File: config.mk
export PLATFORM = sky130hd
export DESIGN_NAME = load_store_unit
export DESIGN_NICKNAME = d
export VERILOG_FILES = /design/src/rtl/load_store_unit_pkg.sv /design/src/rtl/load_store_unit_align.sv /design/src/rtl/load_store_unit.sv
export SDC_FILE = /design/constraint.sdc
export NUM_CORES = 1
export LEC_CHECK = 0
export CORE_MARGIN = 2
export CORE_UTILIZATION = 45
export DETAILED_ROUTE_END_ITERATION = 12
export HOLD_SLACK_MARGIN = 0.08
export PLACE_DENSITY = 0.75
export SYNTH_ARGS = -nofsm -noshare
export SYNTH_HDL_FRONTEND = slang
export SYNTH_HIERARCHICAL = 1
export SYNTH_SLANG_ARGS = --single-unit
File: constraint.sdc
create_clock -name clk -period 6.3 [get_ports clk]
set_clock_uncertainty 0.15 [all_clocks]
set_input_delay 1.26 -clock clk [delete_from_list [all_inputs] [get_ports clk]]
set_output_delay 1.26 -clock clk [all_outputs]
set_load 0.01 [all_outputs]
File: src/rtl/load_store_unit_pkg.sv
// Shared types and constants for the load/store unit: FSM states, error codes
// and RISC-V load/store funct3 encodings.
package load_store_unit_pkg;

    typedef enum logic [1:0] {
        LSU_STATE__IDLE  = 2'd0,
        LSU_STATE__ISSUE = 2'd1,
        LSU_STATE__WAIT  = 2'd2,
        LSU_STATE__RESP  = 2'd3
    } lsu_state_t;

    typedef enum logic [1:0] {
        LSU_ERR__OK         = 2'b00,
        LSU_ERR__MISALIGNED = 2'b01,
        LSU_ERR__ILLEGAL    = 2'b10,
        LSU_ERR__TIMEOUT    = 2'b11
    } lsu_err_t;

    localparam logic [2:0] LSU_F3__LB  = 3'b000;
    localparam logic [2:0] LSU_F3__LH  = 3'b001;
    localparam logic [2:0] LSU_F3__LW  = 3'b010;
    localparam logic [2:0] LSU_F3__LD  = 3'b011;
    localparam logic [2:0] LSU_F3__LBU = 3'b100;
    localparam logic [2:0] LSU_F3__LHU = 3'b101;
    localparam logic [2:0] LSU_F3__LWU = 3'b110;

    // Access size in bytes; the low two funct3 bits encode log2(size).
    function automatic int access_bytes(input logic [2:0] funct3);
        return 1 << funct3[1:0];
    endfunction

endpackage

File: src/rtl/load_store_unit_align.sv
// Combinational lane logic: store replication and byte enables, load
// extraction with sign/zero extension, and illegal/misaligned decode.
module lsu_align
    import load_store_unit_pkg::*;
#(
    parameter int XLEN  = 32,
    parameter int LANES = XLEN / 8,
    parameter int OFFW  = $clog2(XLEN / 8)
) (
    input  logic [2:0]       funct3,
    input  logic             we,
    input  logic [2:0]       addr_lo,
    input  logic [XLEN-1:0]  wdata,
    output logic [XLEN-1:0]  lane_wdata,
    output logic [LANES-1:0] lane_be,
    output logic             illegal,
    output logic             misaligned,
    input  logic [2:0]       ld_funct3,
    input  logic [OFFW-1:0]  ld_off,
    input  logic [XLEN-1:0]  ld_rdata,
    output logic [XLEN-1:0]  ld_data
);

    logic [XLEN-1:0] shifted;
    int              size;
    int              off;

    // NOTE: every always_comb output gets a default first so no path can infer a latch.
    always_comb begin
        lane_wdata = '0;
        lane_be    = '0;
        size       = access_bytes(funct3);
        off        = int'(addr_lo[OFFW-1:0]);
        for (int i = 0; i < LANES; i++) begin
            lane_wdata[8*i +: 8] = wdata[8*(i % size) +: 8];
            lane_be[i]           = (i >= off) && (i < off + size);
        end
    end

    // Unsigned variants cannot be stored; D/WU need a 64-bit data path.
    always_comb begin
        illegal = (funct3 == 3'b111) || (we && funct3[2]) ||
                  ((XLEN == 32) && ((funct3 == LSU_F3__LD) || (funct3 == LSU_F3__LWU)));
        case (funct3[1:0])
            2'b01:   misaligned = addr_lo[0];
            2'b10:   misaligned = |addr_lo[1:0];
            2'b11:   misaligned = |addr_lo[2:0];
            default: misaligned = 1'b0;
        endcase
    end

    always_comb begin
        shifted = ld_rdata >> {ld_off, 3'b000};
        case (ld_funct3)
            LSU_F3__LB:  ld_data = XLEN'($signed(shifted[7:0]));
            LSU_F3__LH:  ld_data = XLEN'($signed(shifted[15:0]));
            LSU_F3__LW:  ld_data = XLEN'($signed(shifted[31:0]));
            LSU_F3__LBU: ld_data = XLEN'(shifted[7:0]);
            LSU_F3__LHU: ld_data = XLEN'(shifted[15:0]);
            LSU_F3__LWU: ld_data = XLEN'(shifted[31:0]);
            LSU_F3__LD:  ld_data = shifted;
            default:     ld_data = '0;
        endcase
    end

endmodule

File: src/rtl/load_store_unit.sv
// Load/store unit: valid/ready core request channel to a grant/response memory
// bus with variable latency, access checks and a transaction timeout.
module load_store_unit
    import load_store_unit_pkg::*;
#(
    parameter int XLEN    = 32,
    parameter int ADDR_W  = 32,
    parameter int TIMEOUT = 255
) (
    input  logic                clk,
    input  logic                reset,
    input  logic                req_valid,
    output logic                req_ready,
    input  logic                req_we,
    input  logic [2:0]          req_funct3,
    input  logic [ADDR_W-1:0]   req_addr,
    input  logic [XLEN-1:0]     req_wdata,
    output logic                rsp_valid,
    output logic [XLEN-1:0]     rsp_rdata,
    output logic [1:0]          rsp_err,
    output logic                bus_req,
    output logic                bus_we,
    output logic [ADDR_W-1:0]   bus_addr,
    output logic [XLEN-1:0]     bus_wdata,
    output logic [XLEN/8-1:0]   bus_be,
    input  logic                bus_gnt,
    input  logic                bus_rvalid,
    input  logic [XLEN-1:0]     bus_rdata
);

    localparam int LANES = XLEN / 8;
    localparam int OFFW  = $clog2(LANES);
    localparam int CNT_W = (TIMEOUT > 1) ? $clog2(TIMEOUT) : 1;

    lsu_state_t        state, state_next;
    logic [CNT_W-1:0]  cnt;

    logic              we_q;
    logic [2:0]        funct3_q;
    logic [OFFW-1:0]   off_q;
    logic [ADDR_W-1:0] addr_q;
    logic [XLEN-1:0]   wdata_q;
    logic [LANES-1:0]  be_q;
    logic [XLEN-1:0]   rdata_q;
    lsu_err_t          err_q;

    logic              handshake;
    logic              timeout_hit;
    logic              complete;
    logic              abort;
    logic              dec_illegal;
    logic              dec_misaligned;
    logic [XLEN-1:0]   lane_wdata;
    logic [LANES-1:0]  lane_be;
    logic [XLEN-1:0]   ld_data;

    assign handshake = req_valid && (state == LSU_STATE__IDLE);
    // Abort on the last allowed ISSUE/WAIT cycle so at most TIMEOUT cycles are spent on the bus.
    assign timeout_hit = (TIMEOUT != 0) && (cnt == CNT_W'(TIMEOUT - 1));

    lsu_align #(.XLEN(XLEN)) u_align (
        .funct3     (req_funct3),
        .we         (req_we),
        .addr_lo    (req_addr[2:0]),
        .wdata      (req_wdata),
        .lane_wdata (lane_wdata),
        .lane_be    (lane_be),
        .illegal    (dec_illegal),
        .misaligned (dec_misaligned),
        .ld_funct3  (funct3_q),
        .ld_off     (off_q),
        .ld_rdata   (bus_rdata),
        .ld_data    (ld_data)
    );

    always_comb begin
        state_next = state;
        complete   = 1'b0;
        abort      = 1'b0;
        case (state)
            LSU_STATE__IDLE: begin
                if (handshake)
                    state_next = (dec_illegal || dec_misaligned) ? LSU_STATE__RESP : LSU_STATE__ISSUE;
            end
            LSU_STATE__ISSUE: begin
                if (bus_gnt && bus_rvalid) begin
                    complete   = 1'b1;
                    state_next = LSU_STATE__RESP;
                end else if (timeout_hit) begin
                    abort      = 1'b1;
                    state_next = LSU_STATE__RESP;
                end else if (bus_gnt) begin
                    state_next = LSU_STATE__WAIT;
                end
            end
            LSU_STATE__WAIT: begin
                if (bus_rvalid) begin
                    complete   = 1'b1;
                    state_next = LSU_STATE__RESP;
                end else if (timeout_hit) begin
                    abort      = 1'b1;
                    state_next = LSU_STATE__RESP;
                end
            end
            LSU_STATE__RESP: state_next = LSU_STATE__IDLE;
            default:         state_next = LSU_STATE__IDLE;
        endcase
    end

    always_ff @(posedge clk or negedge reset) begin
        if (!reset) state <= LSU_STATE__IDLE;
        else        state <= state_next;
    end

    always_ff @(posedge clk or negedge reset) begin
        if (!reset)
            cnt <= '0;
        else if (handshake)
            cnt <= '0;
        else if ((state == LSU_STATE__ISSUE) || (state == LSU_STATE__WAIT))
            cnt <= cnt + 1'b1;
    end

    // NOTE: capture registers are reset too, so an abort mid-transaction leaves no stale request behind.
    always_ff @(posedge clk or negedge reset) begin
        if (!reset) begin
            we_q     <= 1'b0;
            funct3_q <= '0;
            off_q    <= '0;
            addr_q   <= '0;
            wdata_q  <= '0;
            be_q     <= '0;
            rdata_q  <= '0;
            err_q    <= LSU_ERR__OK;
        end else begin
            if (handshake) begin
                we_q     <= req_we;
                funct3_q <= req_funct3;
                off_q    <= req_addr[OFFW-1:0];
                addr_q   <= {req_addr[ADDR_W-1:OFFW], {OFFW{1'b0}}};
                wdata_q  <= req_we ? lane_wdata : '0;
                be_q     <= req_we ? lane_be : '1;
                rdata_q  <= '0;
                err_q    <= dec_illegal    ? LSU_ERR__ILLEGAL :
                            dec_misaligned ? LSU_ERR__MISALIGNED : LSU_ERR__OK;
            end
            if (complete && !we_q)
                rdata_q <= ld_data;
            if (abort)
                err_q <= LSU_ERR__TIMEOUT;
        end
    end

    assign req_ready = (state == LSU_STATE__IDLE);
    assign bus_req   = (state == LSU_STATE__ISSUE);
    assign bus_we    = bus_req && we_q;
    assign bus_addr  = bus_req ? addr_q  : '0;
    assign bus_wdata = bus_req ? wdata_q : '0;
    assign bus_be    = bus_req ? be_q    : '0;
    assign rsp_valid = (state == LSU_STATE__RESP);
    assign rsp_rdata = rsp_valid ? rdata_q : '0;
    assign rsp_err   = rsp_valid ? err_q : LSU_ERR__OK;

endmodule
Yosys cells after proc, flatten, opt, wreduce, memory -nomap -nowiden
Index checks and enable logic that the tools add are counted.

word-level totals
  register bits after elaboration = 116
  logic and storage cells = 103

cells by class
  $add $sub $neg = 2
  div/mod/pow operators = 4
  order comparisons = 7
  eq/ne operators = 19
  shifts and indexed selects = 6
  muxes and demuxes = 32
  reduce and logical (&&, ||, !) cells = 23

operator list
  kind                                                                          count
  32-bit 2-to-1 mux                                                             6
  32-bit case mux with 5 select lines                                           1
  32-bit by 32-bit variable part select with 8-bit output                       4
  3-bit by 32-bit less-than comparator with 1-bit output, first input constant  2
  3-bit by 32-bit modulo with 32-bit output, first input constant               2
  3-bit by 32-bit adder with 32-bit output                                      1
  1-bit by 32-bit less-than comparator with 1-bit output, first input constant  1
  2-bit by 32-bit less-than comparator with 1-bit output, first input constant  1
  1-bit by 32-bit modulo with 32-bit output, first input constant               1
  2-bit by 32-bit modulo with 32-bit output, first input constant               1
  1-bit by 2-bit << shifter with 32-bit output, first input constant            1
  32-bit by 5-bit >> shifter with 32-bit output                                 1
  2-bit 2-to-1 mux                                                              11
  8-bit 2-to-1 mux                                                              2
  3-bit equality test, second input constant                                    5
  3-bit by 2-bit equality test with 1-bit output, second input constant         3
  8-bit by 1-bit adder with 8-bit output, second input constant                 1
  2-bit equality test, second input constant                                    4
  8-bit equality test, second input constant                                    1
  1-bit logical AND                                                             8
  4-bit 2-to-1 mux                                                              2
  2-bit case mux with 4 select lines                                            1
  1-bit 2-to-1 mux                                                              6
  2-bit nonzero test                                                            3
  16 further kinds                                                              24

Longest topological paths before layout
Gate-level depths: netlist (run 1).

  depth after elaboration = 7
  gate-level depth with buffers = 18
  mapped depth without buffers = 13

Modules after synthesis
Netlist (run 1), hierarchy kept.

by module, submodules not included
  module           instances  cells each  area an instance (um^2)  seq. area each (um^2)
  load_store_unit  1          641         5,467.7                  2,902.8
  lsu_align        1          307         2,387.3                  0.0

Least setup slack after synthesis (run 1)
OpenSTA, ideal clock, no wires.

  kind = input -> register
  start point = input req_funct3[1]
  end point = register wdata_q[6]
  setup time = 0.117 ns
  arrival time = 4.573 ns
  data required time = 6.033 ns
  path slack = 1.460 ns
  stages on the path = 17
  cell sequence = clkbuf_1 inv_1 ha_1 buf_4 inv_1 buf_6 ha_1 nor3b_1 o21ai_0 a211o_2 and4_4 a21oi_4 buf_8 mux2i_1 o221ai_1 nand3_1 nand2_1

on the way
  cells in the longest elaborated chain, start to end = 4

ends and longest elaborated chain
  what                                                     RTL line                     source
  from (decl)                                              load_store_unit.sv:15        input logic [2:0] req_funct3,
  1-bit by 2-bit << shifter with 32-bit output             load_store_unit_pkg.sv:29    return 1 << funct3[1:0];
  1-bit by 32-bit modulo with 32-bit output                load_store_unit_align.sv:35  lane_wdata[8*i +: 8] = wdata[8*(i % size) +: 8];
  32-bit by 32-bit variable part select with 8-bit output  load_store_unit_align.sv:35
  via lane_wdata[6]                                        load_store_unit.sv:53        logic [XLEN-1:0] lane_wdata;
  32-bit 2-to-1 mux                                        load_store_unit.sv:141       wdata_q <= req_we ? lane_wdata : '0;
  to (signal assigned)                                     load_store_unit.sv:141
  to (decl)                                                load_store_unit.sv:42        logic [XLEN-1:0] wdata_q;

The timed path passes the listed nets, and every way through them passes these cells.
A chain may end at the register's enable or synchronous reset.

Worst setup path in the final report (run 1)
Same ends and word-level chain as after synthesis.

==> out/qor.yml, run 1 <==
run_status:
  status: "finished clean"
setup_path:
  cp-start-kind: "input port"
  crit_fanout: 11
  crit_type: "in -> reg"
  r2r_cells: 7
  worstPathRequired_ns: 6.50
  worstPathArrival_ns: 5.20
  cp-end-kind: "flip-flop"
floorplanning:
  rows: 48
  dieArea_sq_mm: 0.0185
  die_w_um: 136
  initial_core_util_pct: 45.7
  fp.coreArea_sq_mm: 0.0172
  die_h_um: 136
  io_pins: 211
layout:
  diodes: 0
  final_cells: 1357
  layout.nets: 1246
  fill_cells: 1544
  postLayoutCoreUtil_pct: 61.5
  synthToLayoutAreaGrowth_pct: 34.6
  drive_gt1_share_pct: 7.16
synth:
  synthFlopType: "dfrtp_1"
  synth_area_sq_mm: 0.00786
  yosysTopAreaCell: "dfrtp_1"
  synth_async_sr_flop_share_pct: 100
  yosysWarningCount: 6
  netlist.area_leader.share_pct: 37.0
  syn_inst: 948
  syn_avg_cell_area_sq_um: 8.29
  synth_edf_count: 0
  seq_area_frac_synth_pct: 37.0
  synth-seq-cells: 116
  synth_cell_type_count: 67
  synth_area_leaders: "dfrtp_1 (37%), nand2_1 (13%), and2_1 (8.1%), mux4_2 (4.6%), mux2i_1 (4.3%)"
timing:
  finalCritPeriodShare_pct: 79.4
  worst_pin_slew_ns: 1.28
  setup_viol: 0
  rsz0062_at_grt: "false"
  slew-limit-headroom_pct: 13.7
  final-hold-violation-count: 0
  drv_slew: 0
  setup_tns_ns: 0
  period_needed_ns: 5.00
  whs_ns: 0.309
  fmax_mhz: 200
routing:
  drtAntennaViolNets: 0
  firstDrtPassIters: 5
  num_vias: 7373
  wire_per_inst_um: 16.5
  wl_mm: 22.4
  drc: 0
  drt-vias-per-instance: 5.43
  drt_iter0_drc: 550
global_routing:
  grt_overflow: 0
  antenna_found_initial: 0
  grt_pass1_wl_mm: 35.4
  grt.total_usage_pct: 24.1
  grt_pass1_vias: 7016
  grt_max_degree: 104
pwr:
  combPwrFrac_pct: 42.5
  internal_power_w: 0.00248
  peakVddDrop_uv: 204
  leakagePower_nw: 4.73
  power_frac_clock_pct: 26.2
  switching_share_pct: 38.1
  p_per_area_mw_per_mm2: 379
  p_sw_w: 0.00152
  power_frac_seq_pct: 31.3
placement:
  hpwl_mm: 15.2
  port_buffers: 208
  numPlacedInstances: 1325
  place.gp.congestion: 0.910
clock_tree:
  h-tree-depth: 4
  cts_tree: "yes"
  root_buffer: "clkbuf_16"
  numCtsBuffers: 17
  clockBufferDepth: 2
  hold_buffers: 0
  clk_pin_slew_worst_paths_ns: 0.06
  clk_latency_ns: 0.41
  ctsResizeCount: 0
  cts.sinks: 116
  cts_setup_buffers: 0
hold_path:
  holdPathStages: 2
  hold_path.class: "reg -> reg"
flow_run:
  maxCapViolCount: 0
final cells by class:
type	count	area, sq um	area share [%]
Inverter	31	116	1.10
Clock inverter	14	201	1.91
Tap cell	225	282	2.66
Multi-Input combinational cell	735	4470	42.3
Timing Repair Buffer	218	2150	20.4
Clock buffer	18	439	4.15
Sequential cell	116	2900	27.5
registers in the layout, summed over array words and instances (netlist names):
name	flops
rdata_q	32
off_q	2
cnt	8
we_q	1
wdata_q	32
state	2
addr_q	30
err_q	2
be_q	4
funct3_q	3
layer usage:
layer / share of wire [%] / track usage [%]
met5: 0 / 0
met4: 2.9 / 9.90
met2: 46 / 38.4
met1: 44 / 32.7
met3: 6.8 / 4.06
synthesized netlist by cell type (2+ instances only):
library cell	number
buf_2	9
a31oi_1	5
nand3b_1	2
o221ai_1	7
nand2b_1	10
a21oi_1	20
nor2_1	35
nor3b_1	2
a211o_2	2
buf_6	9
o21ai_2	2
xnor2_1	2
and2_1	102
clkbuf_8	2
dfrtp_1	116
nor3_1	4
a2111o_1	2
o2111ai_1	8
nor2b_1	27
a21oi_2	2
o21ai_0	53
mux2i_1	34
xor2_1	4
nand4_1	4
inv_1	30
o211ai_1	4
mux4_2	16
ha_1	21
clkbuf_1	36
o21bai_1	2
buf_4	4
or3_1	2
o2bb2ai_1	8
o21ai_1	2
and3_1	3
a22oi_1	2
a211oi_1	14
nand3_1	38
nand2_1	269
buf_1	6
o311a_1	2
final timing paths:
path                       slack, ns                       to                    start
min in group asynchronous       0.90       cnt[0]$_DFFE_PN0P_                    reset
max in group asynchronous       4.00   addr_q[21]$_DFFE_PN0P_                    reset
max                             1.30   wdata_q[6]$_DFFE_PN0P_            req_funct3[1]
min                             0.31  wdata_q[10]$_DFFE_PN0P_  wdata_q[10]$_DFFE_PN0P_
max reg2reg                     3.32  rdata_q[13]$_DFFE_PN0P_     off_q[1]$_DFFE_PN0P_
min reg2reg                     0.31  wdata_q[10]$_DFFE_PN0P_  wdata_q[10]$_DFFE_PN0P_
worst max-delay path, stage by stage:
cell and delay, ns:
clkdlybuf4s50_1 0.59, ha_1 0.47, clkinv_1 0.34, ha_1 0.40, a211o_2 0.37, a221oi_2 0.32
nand3_1 0.16, a31oi_2 0.53, o221ai_2 0.29, o221ai_1 0.26, nand3_1 0.10, nand2_1 0.10
cells by family (layout without fill, tap and decap cells):
family,count (synthesis),in the layout,share of synthesized area (%)
AO/OA/AOI/OAI,147,147,12.9
XOR/XNOR,6,6,0.669
adder cells (fa/ha/maj),22,22,3.60
buffers and inverters,98,281,6.28
flip-flops,116,116,37.0
multiplexers,51,51,9.06
other,1,2,0.0477
AND/OR/NAND/NOR,507,507,30.5
through the flow:
step                      instance area, sq um  worst slack (ns)  total power (W)
after CTS                                10600              1.47          0.00403
after floorplan                           7860              1.46          0.00233
after global routing                     10600              1.07          0.00429
after global placement                    9930              1.16          0.00293
final                                    10600              1.30          0.00400
after detailed placement                  9930              1.05          0.00297
power by group through the flow:
| stage | clock network [W] | registers, W | logic, W |
|---|---|---|---|
| 3_5_place_dp | 0 | 0.00126 | 0.00170 |
| 5_1_grt | 0.00110 | 0.00130 | 0.00190 |
| 2_1_floorplan | 0 | 0.00117 | 0.00116 |
| 6_report | 0.00105 | 0.00125 | 0.00170 |
| 4_1_cts | 0.00106 | 0.00125 | 0.00171 |
| 3_3_place_gp | 0 | 0.00125 | 0.00168 |
cell usage in the layout (no fill, tap or decap), types with 8 or more instances in the layout:
master / instances
nor2b_1: 27
nor2_1: 35
buf_4: 11
o2111ai_1: 8
clkdlybuf4s50_1: 207
a21oi_1: 20
o21ai_0: 53
o2bb2ai_1: 8
inv_1: 30
mux4_2: 16
dfrtp_1: 116
clkbuf_16: 17
nand3_1: 38
nand2_1: 268
a211oi_1: 14
and2_1: 101
nand2b_1: 10
ha_1: 20
mux2i_1: 34
Note: power is estimated with default switching activity, not from simulation.
==> run 2, diff against run 1 <==
- PLACE_DENSITY: 0.75 -> 0.78
- clock period: 6.3 -> 4.05 ns (I/O delays scaled with it)
==> run 2 against run 1 <==
Compared with the run above:
- largest power group unchanged
- clock power up 45%
- sequential power is 57% higher
- critical path depth increased by 3
- combinational power increased by 61%
- cell count rose by 1.8%
- critical path type unchanged
==> out/qor.yml, run 2 (synthesis results as in run 1) <==
routing:
  drtAntennaViolNets: 0  # unchanged
  wl_mm: 23.3  # was 22.4 mm
  drt_iter0_drc: 571  # was 550
  firstDrtPassIters: 6  # was 5
  num_vias: 7498  # was 7,373
  drc: 0  # unchanged
  wire_per_inst_um: 16.8  # was 16.5 um
  drt-vias-per-instance: 5.43  # about the same
placement:
  hpwl_mm: 16.2  # was 15.2 mm
  numPlacedInstances: 1350  # was 1,325
  port_buffers: 208  # unchanged
  place.gp.congestion: 0.875  # was 0.910
  dpl-instance-area_sq_mm: 0.0102  # was 0.00993 sq mm
timing:
  setup_viol: 0  # unchanged
  finalCritPeriodShare_pct: 91.0
  worst_pin_slew_ns: 1.14  # was 1.28 ns
  rsz0062_at_grt: "false"  # unchanged
  slew-limit-headroom_pct: 23.4  # was 13.7%
  period_needed_ns: 3.69
  fmax_mhz: 271
  final-hold-violation-count: 0  # unchanged
  drv_slew: 0  # unchanged
  whs_ns: 0.312  # was 0.309 ns
clock_tree:
  cts.sinks: 116  # unchanged
  clockBufferDepth: 2  # unchanged
  numCtsBuffers: 17  # unchanged
  h-tree-depth: 4  # unchanged
  ctsResizeCount: 0  # unchanged
  hold_buffers: 0  # unchanged
  root_buffer: "clkbuf_16"  # unchanged
  cts_setup_buffers: 0  # unchanged
  clk_latency_ns: 0.41  # about the same
  clk_pin_slew_worst_paths_ns: 0.05  # was 0.06 ns
  cts_tree: "yes"  # unchanged
hold_path:
  worstHoldEndpoint: "wdata_q[16]$_DFFE_PN0P_"  # was wdata_q[10]$_DFFE_PN0P_
  min-delay-start: "wdata_q[16]$_DFFE_PN0P_"  # was wdata_q[10]$_DFFE_PN0P_
  hold_path.class: "reg -> reg"  # unchanged
  holdPathStages: 2  # unchanged
floorplanning:
  die_h_um: 136  # unchanged
  fp.coreArea_sq_mm: 0.0172  # unchanged
  dieArea_sq_mm: 0.0185  # unchanged
  initial_core_util_pct: 45.7  # unchanged
  io_pins: 211  # unchanged
  rows: 48  # unchanged
  die_w_um: 136  # unchanged
setup_path:
  r2r_cells: 7  # unchanged
  cp_cell_sequence: "clkdlybuf4s50_1 > inv_2 > ha_1 > clkinvlp_4 > ha_1 > nor2b_1 > a211o_2 > a221oi_2 > nand3_1 > a31oi_2 > o221ai_2 > buf_4 > o211ai_1 > nand3_1 > nand2_1"  # was clkdlybuf4s50_1 > ha_1 > clkinv_1 > ha_1 > a211o_2 > a221oi_2 > nand3_1 > a31oi_2 > o221ai_2 > o221ai_1 > nand3_1 > nand2_1
  worstPathRequired_ns: 4.24  # was 6.50 ns
  worstPathArrival_ns: 3.88  # was 5.20 ns
  r2r_start: "off_q[1]$_DFFE_PN0P_"  # unchanged
  cp-start-kind: "input port"  # unchanged
  critical-path-max-stage-delay_ns: 0.44  # was 0.59 ns
  crit_fanout: 8  # was 11
  reg2reg_slack_ns: 1.09  # was 3.32 ns
  r2r_end: "rdata_q[20]$_DFFE_PN0P_"  # was rdata_q[13]$_DFFE_PN0P_
  crit_slowest_cell: "clkdlybuf4s50_1"  # unchanged
  cp-end-kind: "flip-flop"  # unchanged
  crit_type: "in -> reg"  # unchanged
layout:
  postLayoutCoreUtil_pct: 62.6  # was 61.5%
  drive_gt1_share_pct: 8.99  # was 7.16%
  layout.nets: 1271  # was 1,246
  diodes: 0  # unchanged
  design_area_sq_mm: 0.0108  # was 0.0106 sq mm
  mostFrequentLayoutCells: "nand2_1 (268), clkdlybuf4s50_1 (207), dfrtp_1 (116), and2_1 (101), o21ai_0 (53)"  # unchanged
  synthToLayoutAreaGrowth_pct: 36.9  # was 34.6%
  final_cells: 1382  # was 1,357
  reg_top3: "rdata_q (32), wdata_q (32), addr_q (30)"  # unchanged
  final_common_cell: "nand2_1"  # unchanged
pwr:
  peakVddDrop_uv: 285  # was 204 uV
  p_per_area_mw_per_mm2: 578  # was 379 mW/mm^2
  leakagePower_nw: 4.85  # was 4.73 nW
global_routing:
  antenna_found_initial: 0  # unchanged
  grt_overflow: 0  # unchanged
  grt_pass1_vias: 7207  # was 7,016
  grt.total_usage_pct: 25.4  # was 24.1%
  grt_pass1_wl_mm: 37.3  # was 35.4 mm
  grt_max_degree: 87  # was 104
run_status:
  status: "finished clean"  # unchanged
flow_run:
  maxCapViolCount: 0  # unchanged
run 2: cell count changes in the layout (fill, tap and decap cells not counted), moves of 2 or more:
cell / before / now
inv_6: 3 / 0
buf_4: 11 / 33
clkbuf_1: 0 / 4
clkinv_4: 4 / 2
buf_12: 0 / 3
clkinv_2: 1 / 4
inv_1: 30 / 28
run 2: cell type report:
class / count / area, sq um
fill: 1499 / 6420
multi-input combinational: 735 / 4470
sequential: 116 / 2900
timing repair buffer: 243 / 2380
clock buffer: 23 / 468
tap: 225 / 282
clock inverter: 9 / 128
inverter: 31 / 120
run 2: worst max-delay path by stage:
stage / to / startpoint
3_5_place_dp: wdata_q[0]$_DFFE_PN0P_ / req_funct3[1]
4_1_cts: wdata_q[7]$_DFFE_PN0P_ / req_funct3[1]
6_report: wdata_q[7]$_DFFE_PN0P_ / req_funct3[1]
2_1_floorplan: wdata_q[6]$_DFFE_PN0P_ / req_funct3[1]
3_3_place_gp: wdata_q[0]$_DFFE_PN0P_ / req_funct3[1]
5_1_grt: wdata_q[7]$_DFFE_PN0P_ / req_funct3[1]
run 2: where the power goes:
part	switching (W)	internal, W	total (W)
Sequential	0.000333	0.00163	0.00196
Combinational	0.00150	0.00123	0.00273
Clock	0.000527	0.000998	0.00152
Total	0.00236	0.00385	0.00621
run 2: routing by layer:
| metal | share of wire [%] | up-vias | global-route usage [%] |
|---|---|---|---|
| li1 | - | 3567 | - |
| met1 | 43 | 3560 | 34.0 |
| met4 | 2.4 | 0 | 9.38 |
| met2 | 48 | 329 | 41.1 |
| met5 | 0 | - | 0 |
| met3 | 7.0 | 42 | 4.55 |
run 2: through the flow:
stage               setup TNS [ns]  total power (W)  setup WS, ns
CTS                              0          0.00624         0.383
global placement                 0          0.00462        0.0754
finish                           0          0.00621         0.363
floorplan                        0          0.00363        0.0380
global route                     0          0.00667         0.167
detailed placement         -0.0566          0.00468       -0.0134
run 2: worst max-delay path: cells and delay by family:
kind	cells	cell delay [ns]
AO/OA/AOI/OAI	5	1.16
buffers and inverters	4	0.84
AND/OR/NAND/NOR	4	0.56
adder cells (fa/ha/maj)	2	0.50
